$ cat src/rtl/cbfp_pkg.sv
// Shared types and default sizing for the complex block-floating-point converter.
package cbfp_pkg;

    localparam int IN_WIDTH_DEF  = 16;
    localparam int OUT_WIDTH_DEF = 10;
    localparam int EXP_WIDTH_DEF = 4;
    localparam int BLOCK_LEN_DEF = 8;

    localparam int EMAX    = IN_WIDTH_DEF - OUT_WIDTH_DEF;
    localparam int ADDR_W  = $clog2(BLOCK_LEN_DEF);
    localparam int ENTRY_W = 2 * IN_WIDTH_DEF + EXP_WIDTH_DEF;

    typedef enum logic [1:0] {
        BANK_EMPTY,
        BANK_FILLING,
        BANK_FULL,
        BANK_DRAINING
    } bank_state_t;

    typedef enum logic {
        RD_IDLE,
        RD_DRAIN
    } rd_state_t;

    // Buffer entry layout is {i, q, exp}; sized here so overridden widths stay consistent.
    function automatic int entry_width(input int in_w, input int exp_w);
        return 2 * in_w + exp_w;
    endfunction

endpackage

$ cat src/rtl/complex_exp_detect.sv
// Combinational complex exponent: max of the I and Q leading-sign-scan exponents.
module complex_exp_detect #(
    parameter int IN_WIDTH  = 16,
    parameter int OUT_WIDTH = 10,
    parameter int EXP_WIDTH = 4
) (
    input  logic [IN_WIDTH-1:0]  sample_i,
    input  logic [IN_WIDTH-1:0]  sample_q,
    output logic [EXP_WIDTH-1:0] cexp
);

    // The highest bit in [OUT_WIDTH-1, IN_WIDTH-2] that differs from the sign
    // sets how far the value must shift to fit the output mantissa.
    function automatic logic [EXP_WIDTH-1:0] sign_scan(input logic [IN_WIDTH-1:0] v);
        logic [EXP_WIDTH-1:0] e;
        e = '0;
        for (int j = OUT_WIDTH - 1; j <= IN_WIDTH - 2; j++) begin
            if (v[j] != v[IN_WIDTH-1]) e = EXP_WIDTH'(j - OUT_WIDTH + 2);
        end
        return e;
    endfunction

    logic [EXP_WIDTH-1:0] exp_i;
    logic [EXP_WIDTH-1:0] exp_q;

    assign exp_i = sign_scan(sample_i);
    assign exp_q = sign_scan(sample_q);
    assign cexp  = (exp_i > exp_q) ? exp_i : exp_q;

endmodule

$ cat src/rtl/complex_bfp_convert.sv
// Complex BFP converter: ping-pong sample banks, per-sample or shared block exponent,
// optional round-half-up with positive saturation, valid/ready on both sides.
module complex_bfp_convert
    import cbfp_pkg::*;
#(
    parameter int IN_WIDTH  = IN_WIDTH_DEF,
    parameter int OUT_WIDTH = OUT_WIDTH_DEF,
    parameter int EXP_WIDTH = EXP_WIDTH_DEF,
    parameter int BLOCK_LEN = BLOCK_LEN_DEF,
    parameter int ROUND_EN  = 1
) (
    input  logic                 clk,
    input  logic                 rst_b,
    input  logic                 block_mode,
    input  logic                 in_valid,
    output logic                 in_ready,
    input  logic                 in_last,
    input  logic [IN_WIDTH-1:0]  input_i,
    input  logic [IN_WIDTH-1:0]  input_q,
    output logic                 out_valid,
    input  logic                 out_ready,
    output logic                 out_last,
    output logic [OUT_WIDTH-1:0] output_i,
    output logic [OUT_WIDTH-1:0] output_q,
    output logic [EXP_WIDTH-1:0] output_exp
);

    localparam int ADDR_BITS = $clog2(BLOCK_LEN);
    localparam int ENT_W     = entry_width(IN_WIDTH, EXP_WIDTH);
    localparam int DEPTH     = 2 * BLOCK_LEN;

    localparam logic signed [IN_WIDTH:0] SAT_WIDE = (IN_WIDTH + 1)'(2 ** (OUT_WIDTH - 1) - 1);
    localparam logic [OUT_WIDTH-1:0]     SAT_OUT  = OUT_WIDTH'(2 ** (OUT_WIDTH - 1) - 1);

    bank_state_t          bank_st   [2];
    logic [ADDR_BITS:0]   bank_len  [2];
    logic                 bank_mode [2];
    logic [EXP_WIDTH-1:0] bank_max  [2];
    logic [ENT_W-1:0]     mem       [DEPTH];

    logic                 wr_bank;
    logic [ADDR_BITS-1:0] wr_cnt;
    logic                 rd_bank;
    logic [ADDR_BITS-1:0] rd_cnt;
    rd_state_t            rd_state;
    logic                 ready_en;

    logic [EXP_WIDTH-1:0] smp_exp;

    complex_exp_detect #(
        .IN_WIDTH (IN_WIDTH),
        .OUT_WIDTH(OUT_WIDTH),
        .EXP_WIDTH(EXP_WIDTH)
    ) u_exp_detect (
        .sample_i(input_i),
        .sample_q(input_q),
        .cexp    (smp_exp)
    );

    // in_ready stays low through reset and rises on the first clock after release.
    assign in_ready = ready_en &&
                      (bank_st[wr_bank] == BANK_EMPTY || bank_st[wr_bank] == BANK_FILLING);

    logic                 accept;
    logic                 close;
    logic [EXP_WIDTH-1:0] new_max;

    assign accept  = in_valid && in_ready;
    assign close   = accept && (in_last || wr_cnt == ADDR_BITS'(BLOCK_LEN - 1));
    assign new_max = (wr_cnt == '0 || smp_exp > bank_max[wr_bank]) ? smp_exp : bank_max[wr_bank];

    // Round-half-up on a one-bit-wider sum, then arithmetic shift; only positive
    // values can round past the mantissa range.
    function automatic logic [OUT_WIDTH-1:0] scale(input logic signed [IN_WIDTH-1:0] v,
                                                   input logic [EXP_WIDTH-1:0] e);
        logic signed [IN_WIDTH:0] sum;
        logic signed [IN_WIDTH:0] shifted;
        sum = {v[IN_WIDTH-1], v};
        if (ROUND_EN != 0 && e != '0) sum = sum + ((IN_WIDTH + 1)'(1) << (e - EXP_WIDTH'(1)));
        shifted = sum >>> e;
        if (shifted > SAT_WIDE) return SAT_OUT;
        return shifted[OUT_WIDTH-1:0];
    endfunction

    logic                 rel;
    logic                 advance;
    logic                 start;
    logic                 switch_bank;
    logic                 ld_bank;
    logic [ADDR_BITS-1:0] ld_idx;
    logic [ENT_W-1:0]     entry;
    logic [EXP_WIDTH-1:0] exp_use;
    logic                 ld_last;
    logic [OUT_WIDTH-1:0] ld_i;
    logic [OUT_WIDTH-1:0] ld_q;

    // NOTE: every always_comb output gets a value on every path, so no latches are inferred.
    always_comb begin
        rel         = rd_state == RD_DRAIN && out_valid && out_ready && out_last;
        advance     = rd_state == RD_DRAIN && out_valid && out_ready && !out_last;
        start       = rd_state == RD_IDLE && bank_st[rd_bank] == BANK_FULL;
        switch_bank = rel && bank_st[~rd_bank] == BANK_FULL;
        ld_bank     = rel ? ~rd_bank : rd_bank;
        ld_idx      = advance ? rd_cnt : '0;
        entry       = mem[{ld_bank, ld_idx}];
        exp_use     = bank_mode[ld_bank] ? bank_max[ld_bank] : entry[EXP_WIDTH-1:0];
        ld_last     = {1'b0, ld_idx} == bank_len[ld_bank] - (ADDR_BITS + 1)'(1);
        ld_i        = scale($signed(entry[ENT_W-1 -: IN_WIDTH]), exp_use);
        ld_q        = scale($signed(entry[EXP_WIDTH +: IN_WIDTH]), exp_use);
    end

    // NOTE: sample storage has no reset; bank states gate every read, so stale entries never reach the output.
    always_ff @(posedge clk) begin
        if (accept) mem[{wr_bank, wr_cnt}] <= {input_i, input_q, smp_exp};
    end

    // Write side and read FSM share one block because both advance the bank states;
    // they never touch the same bank in the same cycle.
    always_ff @(posedge clk or negedge rst_b) begin
        if (!rst_b) begin
            for (int b = 0; b < 2; b++) begin
                bank_st[b]   <= BANK_EMPTY;
                bank_len[b]  <= '0;
                bank_mode[b] <= 1'b0;
                bank_max[b]  <= '0;
            end
            wr_bank    <= 1'b0;
            wr_cnt     <= '0;
            rd_bank    <= 1'b0;
            rd_cnt     <= '0;
            rd_state   <= RD_IDLE;
            ready_en   <= 1'b0;
            out_valid  <= 1'b0;
            out_last   <= 1'b0;
            output_i   <= '0;
            output_q   <= '0;
            output_exp <= '0;
        end else begin
            ready_en <= 1'b1;

            if (accept) begin
                if (wr_cnt == '0) bank_mode[wr_bank] <= block_mode;
                bank_max[wr_bank] <= new_max;
                if (close) begin
                    bank_st[wr_bank]  <= BANK_FULL;
                    bank_len[wr_bank] <= {1'b0, wr_cnt} + (ADDR_BITS + 1)'(1);
                    wr_cnt            <= '0;
                    wr_bank           <= ~wr_bank;
                end else begin
                    bank_st[wr_bank] <= BANK_FILLING;
                    wr_cnt           <= wr_cnt + ADDR_BITS'(1);
                end
            end

            case (rd_state)
                RD_IDLE: begin
                    if (start) begin
                        bank_st[rd_bank] <= BANK_DRAINING;
                        rd_cnt           <= ADDR_BITS'(1);
                        rd_state         <= RD_DRAIN;
                        out_valid        <= 1'b1;
                        out_last         <= ld_last;
                        output_i         <= ld_i;
                        output_q         <= ld_q;
                        output_exp       <= exp_use;
                    end
                end
                RD_DRAIN: begin
                    if (rel) begin
                        bank_st[rd_bank] <= BANK_EMPTY;
                        rd_bank          <= ~rd_bank;
                        if (switch_bank) begin
                            bank_st[~rd_bank] <= BANK_DRAINING;
                            rd_cnt            <= ADDR_BITS'(1);
                            out_last          <= ld_last;
                            output_i          <= ld_i;
                            output_q          <= ld_q;
                            output_exp        <= exp_use;
                        end else begin
                            out_valid <= 1'b0;
                            out_last  <= 1'b0;
                            rd_state  <= RD_IDLE;
                        end
                    end else if (advance) begin
                        rd_cnt     <= rd_cnt + ADDR_BITS'(1);
                        out_last   <= ld_last;
                        output_i   <= ld_i;
                        output_q   <= ld_q;
                        output_exp <= exp_use;
                    end
                end
                default: rd_state <= RD_IDLE;
            endcase
        end
    end

endmodule

$ cat config.mk
export PLATFORM = sky130hd
export DESIGN_NAME = complex_bfp_convert
export DESIGN_NICKNAME = d
export VERILOG_FILES = /design/src/rtl/cbfp_pkg.sv /design/src/rtl/complex_exp_detect.sv /design/src/rtl/complex_bfp_convert.sv
export SDC_FILE = /design/constraint.sdc
export NUM_CORES = 1
export LEC_CHECK = 0
export CORE_MARGIN = 2
export CORE_UTILIZATION = 48
export CTS_BUF_LIST = sky130_fd_sc_hd__clkbuf_4
export CTS_CLUSTER_DIAMETER = 200
export CTS_CLUSTER_SIZE = 24
export DETAILED_ROUTE_END_ITERATION = 10
export PLACE_DENSITY = 0.74
export SLEW_MARGIN = 20
export SYNTH_ARGS = -nofsm -noshare
export SYNTH_HDL_FRONTEND = slang
export SYNTH_SLANG_ARGS = --single-unit
$ cat constraint.sdc
create_clock -name clk -period 15.2 [get_ports clk]
set_input_delay 3.04 -clock clk [delete_from_list [all_inputs] [get_ports clk]]
set_output_delay 3.04 -clock clk [all_outputs]
set_load 0.05 [all_outputs]
==> flow_summary_export.csv, run 1 <==
group,metric,value,unit
power_and_ir_drop,p_total,0.002505,W
clock_network,path_clk_slew,0.27,ns
global_routing,first_global_vias,21830,
finish,fin_area,32350,um^2
setup_path,crit_top_cell,"nor2_1",
die,die_area,65690,um^2
sta,max_slew.worst_pin.slew,1.274,ns
clock_network,post-cts-setup-buffer-count,0,
power_and_ir_drop,leakage,10.99,nW
sta,final.setup_skew,0.1368,ns
global_routing,grt_pass1_wl,135.9,mm
global_routing,grt_max_degree,92,
clock_network,clkLatencyLatePin,0.95,ns
place,port_buffers,64,
yosys,syn-cell-area,30560,um^2
yosys,syn_nets,2659,
setup_path,cpMaxStageDelayCell,"nor3b_2",
setup_path,timing.rr.start,"rd_cnt[0]",
die,row_count,92,
setup_path,critical_path_required,16.04,ns
setup_path,path_cells,"clkdlybuf4s50_1 > and4b_2 > buf_4 > nand3_1 > a2111o_1 > a211o_1 > nand2_2 > buf_4 > nand2_1 > nor2_1 > ha_1 > nand2_1 > nor2_1 > o21ai_0 > o31ai_2 > a311o_1 > o311ai_1 > nor3b_2 > nor2_1 > nor4_1 > o211ai_1 > o31ai_4 > a31oi_1",
clock_network,cts_sinks,618,
setup_path,worstPathMaxFanout,70,
clock_network,cts_resized,0,
place,place_ws,4.182,ns
power_and_ir_drop,power_frac_seq,0.742,
setup_path,critPathLaunch,"out_ready",
setup_path,worstSetupEndpointType,"register",
die,core-area,62970,um^2
routing,wl_per_cell,26.33,um
finish,nNetsFinal,2643,
place,place_hpwl,56.04,mm
sta,fin_hold_ws,0.5256,ns
power_and_ir_drop,power.density,77.42,nW/um^2
sta,fin_setup_tns,0,ns
finish,area_growth,5.876,%
routing,routed_wl,90.42,mm
hold_path,hp-start,"output_exp[0]",
clock_network,cts.htree.levels,1,
clock_network,clock_path_buffers,3,
sta,layout_min_cycle_time,10.21,ns
sta,maxSlewViolCount,0,
routing,dr.pass1.iters,9,
routing,drtAntennaViolNets,0,
power_and_ir_drop,p_comb_frac,0.023,
power_and_ir_drop,p_clk_frac,0.234,
clock_network,cts_tree,"done",
power_and_ir_drop,p_sw,0.0005072,W
yosys,yosys.area.top_type,"edfxtp_1",
finish,drive_above_1_share,0.09045,
global_routing,antenna_found_initial,4,
setup_path,critPathLaunchType,"primary input",
sta,fmax,0.09793,GHz
yosys,synth_cell_type_count,110,
global_routing,gr-usage-all-layers,0.2680,
sta,setup_viol,0,
setup_path,slowest_delay,0.86,ns
yosys,avgSynthCellArea,11.79,um^2
power_and_ir_drop,peakVddDrop,0.08352,mV
sta,rsz0062_at_grt,"no",
power_and_ir_drop,p_sw_frac,0.2025,
sta,setup_ws,4.989,ns
routing,via_per_inst,6.613,
sta,fin_crit_sh,0.6718,
yosys,synthCells,2591,
yosys,synth_flop_cell,"edfxtp_1",
yosys,synthArstFlopShare,0.09385,
setup_path,worstSetupPathType,"primary input to register",
sta,hold_violations,0,
routing,vias,22710,
die,fp.dieW,256.3,um
die,initial_core_util,0.4853,
outcome,outcome,"finished with violations",
yosys,synth-edff-count,560,
routing,drc,1,
die,num_io_pins,65,
clock_network,cts_buffers,29,
clock_network,cts_root_buf,"clkbuf_4",
global_routing,grt_overflow,0,
yosys,yosys_warnings,0,
setup_path,cp_top_family,"simple AND/OR/NAND/NOR gates",
hold_path,min_path_type,"register to register",
routing,drtIter0Drc,3159,
outcome,violations,"DRC",
yosys,synth_top_area_share,0.5503,
place,dpl_cell_area,32030,um^2
setup_path,crit_buf_inv,3,
yosys,synth_area_leaders,"edfxtp_1 55%, dfrtp_1 4.7%, nand2_1 3.6%",
clock_network,cts_hold_buf,0,
sta,relSlewSlack,0.1428,
die,die_h,256.3,um
setup_path,worst-endpoint-arrival,11.05,ns
place,place_congestion,0.9585,
yosys,synth_seq_cells,618,
yosys,yosysSeqAreaShare,0.5978,
power_and_ir_drop,p_int,0.001997,W
flow_run,maxCapViolCount,0,
## layout make-up
| cell class | instances | area, um^2 |
|---|---|---|
| tap | 846 | 1059 |
| timing repair buffer | 131 | 1139 |
| clock buffer | 41 | 307.8 |
| clock inverter | 2 | 12.51 |
| antenna | 1 | 2.502 |
| inverter | 40 | 150.1 |
| fill | 5426 | 30610 |
| multi-input combinational | 1755 | 11410 |
| sequential | 618 | 18270 |
## metal layers
metal,GRT usage,share of wire,vias to the layer above
met5,0,0.00036,-
met4,0.1137,0.045,6
met3,0.04962,0.098,243
met2,0.4357,0.47,1342
met1,0.3537,0.39,11100
li1,-,-,10020
## placed cells by master, fill, tap and decap left out, types with 20 or more instances in the layout
cell | synthesis | routed
nor2_1 | 130 | 127
clkdlybuf4s50_1 | 0 | 63
a21oi_1 | 107 | 107
inv_1 | 37 | 37
a311oi_1 | 20 | 20
a21o_1 | 23 | 23
o2111ai_1 | 21 | 20
o21ai_0 | 151 | 149
xnor2_1 | 30 | 30
o22ai_1 | 24 | 24
clkbuf_4 | 0 | 41
and3_1 | 61 | 47
edfxtp_1 | 560 | 560
o211ai_1 | 65 | 65
mux2i_1 | 87 | 87
buf_4 | 17 | 67
nor3_1 | 42 | 41
mux2_2 | 34 | 34
nand3_1 | 158 | 158
o32ai_1 | 29 | 29
nand2_1 | 296 | 293
ha_1 | 30 | 30
dfrtp_1 | 58 | 56
a31oi_1 | 38 | 38
a211oi_1 | 64 | 64
## path summary, 6_finish.rpt
path	end	slack, ns	cells after the start
hold / removal	output_exp[0]	0.53	2
min in group asynchronous	output_q[3]	2.17	2
hold reg to reg	output_exp[0]	0.53	2
setup / recovery	output_q[4]	4.99	23
max in group asynchronous	rd_cnt[0]	12.39	2
setup reg to reg	output_q[4]	7.01	22
## logic make-up (layout without fill, tap and decap cells)
family / after synthesis / count (layout) / share of synthesized area
other cells: 1 / 2 / 0.0001227
compound gates: 742 / 742 / 0.1735
fa+ha+maj: 33 / 33 / 0.01331
buf+inv: 218 / 214 / 0.03173
simple gates: 816 / 816 / 0.1275
mux: 127 / 127 / 0.04545
flops: 618 / 618 / 0.5978
xor+xnor: 36 / 36 / 0.01056
## tightest hold or removal path, delay by kind of cell, from the launching register on
family | cells | cell delay [ns]
flops | 1 | 0.41
simple gates | 1 | 0.05
compound gates | 1 | 0.06
## cells in the mapped netlist (13+ instances only)
cell	count
o211ai_1	65
nand4_1	14
nand3_1	158
inv_1	37
a21o_1	23
mux2_2	34
clkbuf_1	91
nand2b_1	15
a211oi_1	64
xnor2_1	30
edfxtp_1	560
a31oi_1	38
buf_4	17
and3_1	61
nor4_1	14
buf_1	20
o2111ai_1	21
nand2_1	296
o21ai_1	15
o22ai_1	24
o32ai_1	29
dfrtp_1	58
buf_2	46
nor2_1	130
o21a_1	13
or3_1	13
ha_1	30
mux2i_1	87
a21oi_1	107
nor3_1	42
o21ai_0	151
a311oi_1	20
## power by group through the flow
| stage | combinational [W] | sequential, W | clock, W |
|---|---|---|---|
| finish | 0.0000579 | 0.00186 | 0.000587 |
| global route | 0.0000638 | 0.00186 | 0.000647 |
| CTS | 0.0000573 | 0.00186 | 0.000597 |
| detailed placement | 0.0000572 | 0.00190 | 0 |
| global placement | 0.0000541 | 0.00190 | 0 |
| floorplan | 0.0000156 | 0.00190 | 0 |
## metrics by stage
stage                     utilization  cells
after floorplan                     -   2591
after global placement         0.5087   3390
after detailed placement       0.5087   3390
after CTS                      0.5138   3433
after global routing           0.5138   3434
final                          0.5138   3434
## sequential cells by signal, indices dropped and copies added, names as in the netlist
| register | count |
|---|---|
| mem | 560 |
| output_i | 10 |
| output_q | 10 |
| bank_len | 8 |
| bank_max | 8 |
| bank_st | 4 |
| output_exp | 4 |
| rd_cnt | 3 |
| wr_cnt | 3 |
| bank_mode | 2 |
| out_last | 1 |
| out_valid | 1 |
| rd_bank | 1 |
| rd_state | 1 |
| ready_en | 1 |
| wr_bank | 1 |
No activity file was read; power rests on OpenSTA's default activity.
==> run 2, diff against run 1 <==
--- a/config.mk
+++ b/config.mk
@@ -11,7 +11,7 @@
 export CTS_CLUSTER_DIAMETER = 200
 export CTS_CLUSTER_SIZE = 24
 export DETAILED_ROUTE_END_ITERATION = 10
-export PLACE_DENSITY = 0.74
+export PLACE_DENSITY = 0.77
 export SLEW_MARGIN = 20
 export SYNTH_ARGS = -nofsm -noshare
 export SYNTH_HDL_FRONTEND = slang
==> constraint.sdc (replaced) <==
create_clock -name clk -period 9.2 [get_ports clk]
set_input_delay 1.84 -clock clk [delete_from_list [all_inputs] [get_ports clk]]
set_output_delay 1.84 -clock clk [all_outputs]
set_load 0.05 [all_outputs]
==> flow_summary_export.csv, run 2 (synthesis results as in run 1) <==
group,metric,value,unit
routing,routed_wl,94.52,mm
setup_path,worst-endpoint-arrival,8.46,ns
setup_path,reg2reg_depth,21,
setup_path,endpoint,"output_i[0]",
routing,via_per_inst,6.714,
die,core-area,62970,um^2
power_and_ir_drop,p_comb_frac,0.023,
place,place_ws,0.6636,ns
sta,fin_setup_tns,0,ns
setup_path,critical_path_required,10.08,ns
finish,mostFrequentLayoutCells,"560 x edfxtp_1, 293 x nand2_1, 158 x nand3_1",
finish,final-seq-area,18270,um^2
setup_path,path_cells,"clkdlybuf4s50_1 > and4b_2 > nand2_4 > buf_4 > buf_4 > nand2_1 > nand3_1 > nand3_1 > o21ai_0 > o21ai_0 > inv_1 > ha_1 > inv_1 > a2111oi_2 > o211ai_1 > a21oi_1 > xnor2_1 > o22ai_1 > a311oi_1 > o32ai_4 > o31ai_4 > a31oi_1",
power_and_ir_drop,peakVddDrop,0.1090,mV
sta,hold_violations,0,
finish,multi_input_area,11400,um^2
setup_path,cpMaxStageDelayCell,"a2111oi_2",
finish,mostFrequentLayoutCell,"edfxtp_1",
die,die_area,65690,um^2
setup_path,critPathLaunchType,"primary input",
clock_network,cts_sinks,618,
sta,setup_ws,1.615,ns
flow_run,maxCapViolCount,0,
clock_network,cts_resized,0,
power_and_ir_drop,p_sw_frac,0.2036,
global_routing,antenna_found_initial,5,
place,place_hpwl,60.24,mm
global_routing,grt_max_degree,79,
clock_network,cts.htree.levels,1,
die,num_io_pins,65,
sta,relSlewSlack,0.2459,
finish,largest_register_ffs,560,
clock_network,cts_hold_buf,0,
die,die_h,256.3,um
power_and_ir_drop,p_int,0.003349,W
clock_network,post-cts-setup-buffer-count,0,
sta,rsz0062_at_grt,"no",
clock_network,path_clk_slew,0.28,ns
setup_path,critPathLaunch,"out_ready",
sta,final.setup_skew,0.1727,ns
routing,drtIter0Drc,2966,
setup_path,slowest_delay,0.67,ns
power_and_ir_drop,p_total,0.004205,W
finish,fin_area,32670,um^2
power_and_ir_drop,p_sw,0.0008562,W
sta,fin_crit_sh,0.8244,
finish,area_growth,6.912,%
setup_path,r2r_end,"output_i[0]",
setup_path,worstSetupEndpointType,"register",
global_routing,first_global_vias,22270,
sta,layout_min_cycle_time,7.585,ns
place,place_congestion,0.9768,
clock_network,cts_root_buf,"clkbuf_4",
global_routing,grt_overflow,0,
routing,drc,0,
setup_path,worstPathMaxFanout,34,
global_routing,grt_pass1_wl,140.8,mm
routing,dr.pass1.iters,6,
sta,setup_viol,0,
finish,nNetsFinal,2669,
finish,reg_top3,"mem x560, output_i x10, output_q x10",
power_and_ir_drop,leakage,11.17,nW
die,row_count,92,
sta,fin_hold_ws,0.5271,ns
outcome,outcome,"finished, final reports clean",
hold_path,min_path_type,"register to register",
sta,max_slew.worst_pin.slew,1.124,ns
sta,maxSlewViolCount,0,
finish,drive_above_1_share,0.1033,
die,initial_core_util,0.4853,
finish,regMostFlops,"mem",
setup_path,r2r_setup_slack,2.33,ns
setup_path,timing.rr.start,"rd_state",
power_and_ir_drop,power.density,128.7,nW/um^2
routing,vias,23320,
power_and_ir_drop,p_clk_frac,0.246,
global_routing,gr-usage-all-layers,0.2801,
setup_path,worstSetupPathType,"primary input to register",
power_and_ir_drop,power_frac_seq,0.731,
clock_network,clkLatencyLatePin,0.98,ns
routing,wl_per_cell,27.21,um
die,fp.dieW,256.3,um
clock_network,clock_path_buffers,3,
finish,n_fill_cell,5335,
clock_network,cts_tree,"done",
routing,drtAntennaViolNets,0,
clock_network,cts_buffers,29,
sta,fmax,0.1318,GHz
place,dpl_cell_area,32260,um^2
place,port_buffers,64,
==> run 2: cell types whose count changed in the layout (fill, tap and decap cells not counted), sizes merged <==
cell,before,now
buf,68,94
clkbuf,41,52
clkinv,2,1
clkinvlp,0,1
diode,1,4
==> run 2: how the worst min path moves through the flow <==
stage,start,to,slack [ns],cells after the start
finish,output_exp[0],output_exp[0],0.53,2
global route,output_exp[0],output_exp[0],0.57,2
CTS,output_exp[0],output_exp[0],0.53,2
detailed placement,output_exp[0],output_exp[0],0.47,2
global placement,bank_len[0],bank_len[0],0.47,2
floorplan,bank_len[0],bank_len[0],0.45,2
==> run 2: layout make-up <==
type / count / share of cell area
flip-flops and latches: 618 / 0.5593
multi-input cells: 1755 / 0.3491
repair buffers: 157 / 0.04198
well taps: 846 / 0.03240
clock buffers: 52 / 0.01195
inverters: 40 / 0.004596
clock inverters: 2 / 0.0003447
diodes: 4 / 0.0003064
==> run 2: power groups by stage <==
stage	Sequential [W]	Combinational, W	Clock (W)
floorplan	0.00313	0.0000257	0
global placement	0.00313	0.0000901	0
detailed placement	0.00313	0.0000961	0
CTS	0.00307	0.0000964	0.00104
global route	0.00307	0.000107	0.00113
finish	0.00307	0.0000982	0.00103
==> run 2: metal layers <==
metal  global-route usage  wire length [um]
met1               0.3642             35710
met2               0.4502             43670
met3              0.06248             10550
met4               0.1264              4559
met5                    0                23
==> run 2: stage by stage <==
stage / std cells / util
after floorplan: 2591 / -
after global placement: 3416 / 0.5122
after detailed placement: 3416 / 0.5123
after CTS: 3470 / 0.5187
after global routing: 3472 / 0.5188
final: 3474 / 0.5188
==> run 2: worst max-delay path: cells and delay by family <==
family / cells / cell delay, ns
compound gates: 10 / 3.25
buf+inv: 5 / 1.57
fa+ha+maj: 1 / 0.34
xor+xnor: 1 / 0.14
simple gates: 5 / 1.28
